<file path="config.mk">
export PLATFORM = sky130hd
export DESIGN_NAME = bcd_updown_timer
export DESIGN_NICKNAME = d
export VERILOG_FILES = /design/src/rtl/bcd_updown_timer.sv
export SDC_FILE = /design/constraint.sdc
export NUM_CORES = 1
export LEC_CHECK = 0
export CORE_UTILIZATION = 40
export CTS_BUF_LIST = sky130_fd_sc_hd__clkbuf_8
export DETAILED_ROUTE_END_ITERATION = 7
export DONT_BUFFER_PORTS = 1
export HOLD_SLACK_MARGIN = 0.12
export MAX_ROUTING_LAYER = met4
export PLACE_DENSITY_LB_ADDON = 0.2
export SLEW_MARGIN = 10
export SYNTH_ARGS = -nofsm -noshare
export SYNTH_HDL_FRONTEND = slang
export SYNTH_SLANG_ARGS = --single-unit
</file>
<file path="constraint.sdc">
create_clock -name clk -period 3.34 [get_ports clk]
set_input_delay 0.501 -clock clk [delete_from_list [all_inputs] [get_ports clk]]
set_output_delay 0.501 -clock clk [all_outputs]
set_load 0.02 [all_outputs]
</file>
<file path="src/rtl/bcd_updown_timer.sv">
`timescale 1ns/1ps
// BCD up/down timer: prescaled count tick, sync clear/load, wrap or saturate
// at the range ends, lap-hold display freeze and tick/terminal status.
module bcd_updown_timer #(
  parameter int unsigned DIGITS = 4,
  parameter int unsigned DVSR   = 10000000,
  parameter int unsigned CNT_W  = 24,
  parameter int unsigned WRAP   = 1
) (
  input  logic                clk,
  input  logic                reset,
  input  logic                enable,
  input  logic                up,
  input  logic                clear,
  input  logic                load,
  input  logic [4*DIGITS-1:0] load_value,
  input  logic                lap_hold,
  output logic [4*DIGITS-1:0] digits,
  output logic                tick,
  output logic                terminal,
  output logic                saturated
);

  localparam int unsigned      W       = 4 * DIGITS;
  localparam logic [CNT_W-1:0] LAST    = CNT_W'(DVSR - 1);
  localparam logic [W-1:0]     ALL9    = {DIGITS{4'h9}};
  localparam bit               WRAP_EN = (WRAP != 0);

  logic [CNT_W-1:0] presc_q, presc_d;
  logic [W-1:0]     count_q, count_d;
  logic [W-1:0]     lap_q;
  logic             lap_prev_q;
  logic             terminal_q, terminal_d;

  logic [W-1:0]     step_val;
  logic [W-1:0]     clamped;
  logic [W-1:0]     end_val;
  logic             at_end;
  logic             carry;
  logic [3:0]       nib;

  assign tick      = enable && (presc_q == LAST);
  assign end_val   = up ? ALL9 : '0;
  assign at_end    = (count_q == end_val);
  assign saturated = !WRAP_EN && at_end;
  assign terminal  = terminal_q;
  // The rising-edge cycle shows the live count, which is what lap_q captures.
  assign digits    = (lap_hold && lap_prev_q) ? lap_q : count_q;

  always_comb begin
    clamped = load_value;
    for (int unsigned i = 0; i < DIGITS; i++) begin
      if (load_value[4*i +: 4] > 4'd9) clamped[4*i +: 4] = 4'h9;
    end
  end

  // Ripple carry/borrow through the decades; an all-9s/all-0s input wraps.
  always_comb begin
    step_val = count_q;
    carry    = 1'b1;
    nib      = '0;
    for (int unsigned i = 0; i < DIGITS; i++) begin
      nib = count_q[4*i +: 4];
      if (carry) begin
        if (up) begin
          if (nib >= 4'd9) step_val[4*i +: 4] = 4'd0;
          else begin
            step_val[4*i +: 4] = nib + 4'd1;
            carry = 1'b0;
          end
        end else begin
          if (nib == 4'd0) step_val[4*i +: 4] = 4'd9;
          else begin
            step_val[4*i +: 4] = nib - 4'd1;
            carry = 1'b0;
          end
        end
      end
    end
  end

  always_comb begin
    presc_d    = presc_q;
    count_d    = count_q;
    terminal_d = 1'b0;
    if (clear) begin
      count_d = '0;
      presc_d = '0;
    end else if (load) begin
      count_d = clamped;
      presc_d = '0;
    end else if (enable) begin
      presc_d = tick ? '0 : presc_q + CNT_W'(1);
      if (tick) begin
        if (!saturated) count_d = step_val;
        terminal_d = WRAP_EN ? at_end : (!at_end && (step_val == end_val));
      end
    end
  end

  always_ff @(posedge clk) begin
    if (reset) begin
      presc_q    <= '0;
      count_q    <= '0;
      lap_q      <= '0;
      lap_prev_q <= 1'b0;
      terminal_q <= 1'b0;
    end else begin
      presc_q    <= presc_d;
      count_q    <= count_d;
      terminal_q <= terminal_d;
      lap_prev_q <= lap_hold;
      if (lap_hold && !lap_prev_q) lap_q <= count_q;
    end
  end

endmodule

</file>
==> flow_summary.toml <==
[outcome]
outcome = "finished with violations"
violations = "design-rule violations"

[clock_network]
ctsResizeCount = 0
clock-sinks = 58
postCtsSetupRepairBufs = 0
cts_buffer_depth = 2
h-tree-depth = 3
clk_pin_slew_ps = 70
cts_hold_buf = 0
cts_tree = "done"
clk_latency_ps = 340
cts_made_buffers = 9
cts-root-buf = "clkbuf_8"

[layout]
layout-drive-gt1-share_pct = 10.9
mostFrequentLayoutCells = "nand2_1 (65), dfxtp_1 (58), nor2_1 (49)"
final_nets = 490
multi_input_area_um2 = 2260
mostFrequentLayoutCell = "nand2_1"
n_fill_cell = 932
seq_area_um2 = 1160
syn_to_final_growth_pct = 4.51
diodes = 0

[min_path]
hold_path.startpoint = "reset"
hold_class = "primary input to flip-flop"

[logic_synthesis]
syn_avg_cell_area_um2 = 7.84
yosysWarnings = 0
postSynthNetCount = 508
syn_inst = 471
yosysTopAreaCell = "dfxtp_1"
synthArstFlopShare_pct = 0
ys_top_cells_by_area = "dfxtp_1 (31%), nand2_1 (6.6%), mux2_2 (5.2%)"
synth_area_um2 = 3690
netlist.area_leader.share_pct = 31.4
synth_seq_cells = 58
synth_top_flop_cell = "dfxtp_1"
ys_types = 68
ys_seq_area_share_pct = 31.4
synth_edf_count = 0

[placement]
place.gp.congestion = 0.930
numPortBuffers = 0
post-dp-hpwl_um = 6070

[power_and_ir_drop]
ir_drop_v = 0.000209
clockPowerShare_pct = 42.6
p_leak_nw = 1.26
p_sw_share_pct = 26.5
p_sw_mw = 0.395
p_seq_share_pct = 48.5
p_int_mw = 1.10
combPwrFrac_pct = 9.0
cellPowerDensity_nw_per_um2 = 387

[timing]
min_period_ps = 2680
tightestPinTransition_ps = 1100
max_freq_ghz = 0.373
clock_skew_ps = 11.1
hold_viol_final = 0
timing.hold.ws_ps = 223
drv_slew = 0
finalSetupTns_ps = 0
rsz0062_at_grt = "false"
setup_viol = 0
max_slew_margin_pct = 26.5
post-route-period-util_pct = 80.3

[grt]
overflow = 0
grt_max_degree = 47
grt_pass1_wl_um = 14300
antenna_found_initial = 0
track_usage_pct = 19.1
grt_pass1_vias = 2923

[job]
drv_cap = 0

[setup_path]
rr_startpoint = "count_q[0]"
cp-startpoint = "presc_q[0]"
path_max_fanout = 8
critPathKind = "flip-flop to output port"
cp_data_required_time_ps = 2840
worst_setup_path_end_kind = "output port"
startpoint_type = "flip-flop"
arrival_ps = 2180

[floorplanning]
die_w_um = 98.1
coreArea_um2 = 8850
die-area_um2 = 9620
dieHeight_um = 98.1
rows = 34
start_util_pct = 41.7
io_pins = 42

[detailed_routing]
wl_per_cell_um = 15.2
via_count = 3164
drtIter0Drc = 160
vias_per_cell = 5.59
first_pass_iters = 6
drt-total-wl_um = 8630
ant_nets = 0
drc = 3
-- logic make-up (layout without fill, tap and decap cells) --
family	Yosys count	count (layout)	share of synthesized area (%)
compound gates	106	106	18.1
xor+xnor	21	21	4.98
fa+ha+maj	14	14	4.74
buf+inv	53	40	7.49
flops	58	58	31.4
mux	21	21	6.27
other cells	1	1	0.102
simple gates	197	197	26.9
-- cells in the mapped netlist (all sizes together), types with 2 or more instances --
master	instances
inv	20
and3	2
nor2	49
nand4b	4
nor3	8
o21a	2
nand3	19
xor2	10
nor4	10
mux2	17
nor4bb	2
nand4	9
o21ai	25
nand2b	5
a311o	2
or3b	3
nand2	65
nand3b	2
ha	14
o211ai	4
o22ai	3
o21bai	2
mux2i	4
or2	2
a221oi	2
clkbuf	25
a211oi	3
a311oi	2
nor4b	4
a21oi	39
or3	2
o311ai	2
a31oi	8
buf	7
nor2b	2
xnor2	11
nor3b	3
dfxtp	58
-- state kept, by name, summed over array words and instances (netlist names) --
name / flops
count_q: 16
lap_prev_q: 1
lap_q: 16
presc_q: 24
terminal: 1
-- per-layer routing --
| layer | track usage (%) | up-vias | routed length (um) |
|---|---|---|---|
| met5 | - | - | 0 |
| met4 | 5.36 | 0 | 54 |
| met3 | 4.80 | 4 | 310 |
| met2 | 31.2 | 50 | 4290 |
| met1 | 23.1 | 1481 | 3970 |
| li1 | - | 1629 | - |
-- power by group through the flow --
stage	Clock [mW]	Combinational, mW	Sequential [mW]
final	0.635	0.134	0.723
after CTS	0.659	0.134	0.723
after global routing	0.695	0.148	0.725
after detailed placement	0	0.133	0.739
after floorplan	0	0.140	0.725
after global placement	0	0.133	0.738
-- per-stage QoR --
step	power [mW]	utilization [%]	cell area (um^2)	setup WS [ps]	cells
after floorplan	0.865	-	3690	981	471
after global placement	0.871	41.4	3670	829	550
after detailed placement	0.872	41.4	3670	739	550
after CTS	1.52	43.6	3860	622	566
after global routing	1.57	43.6	3860	497	566
final	1.49	43.6	3860	658	566
-- critical path, stage by stage, from the launching register on --
cell and delay, ps:
dfxtp_1 370, ha_1 200, nand3_1 170, or4_1 560
or2_1 410, clkinv_8 140
-- layout make-up --
cell class,instances,share of cell area (%)
clock buffer,9,3.21
clock inverter,7,1.82
inverter,21,2.37
multi-input combinational,360,58.4
sequential,58,30.1
tap,108,3.50
timing repair buffer,3,0.583
-- final timing paths --
| path | end | slack (ps) | cells past startpoint |
|---|---|---|---|
| setup / recovery | tick | 660 | 5 |
| hold / removal | lap_q[15] | 220 | 1 |
| setup reg to reg | count_q[8] | 730 | 7 |
| hold reg to reg | lap_q[7] | 450 | 2 |
No activity file was read; power rests on OpenSTA's default activity.
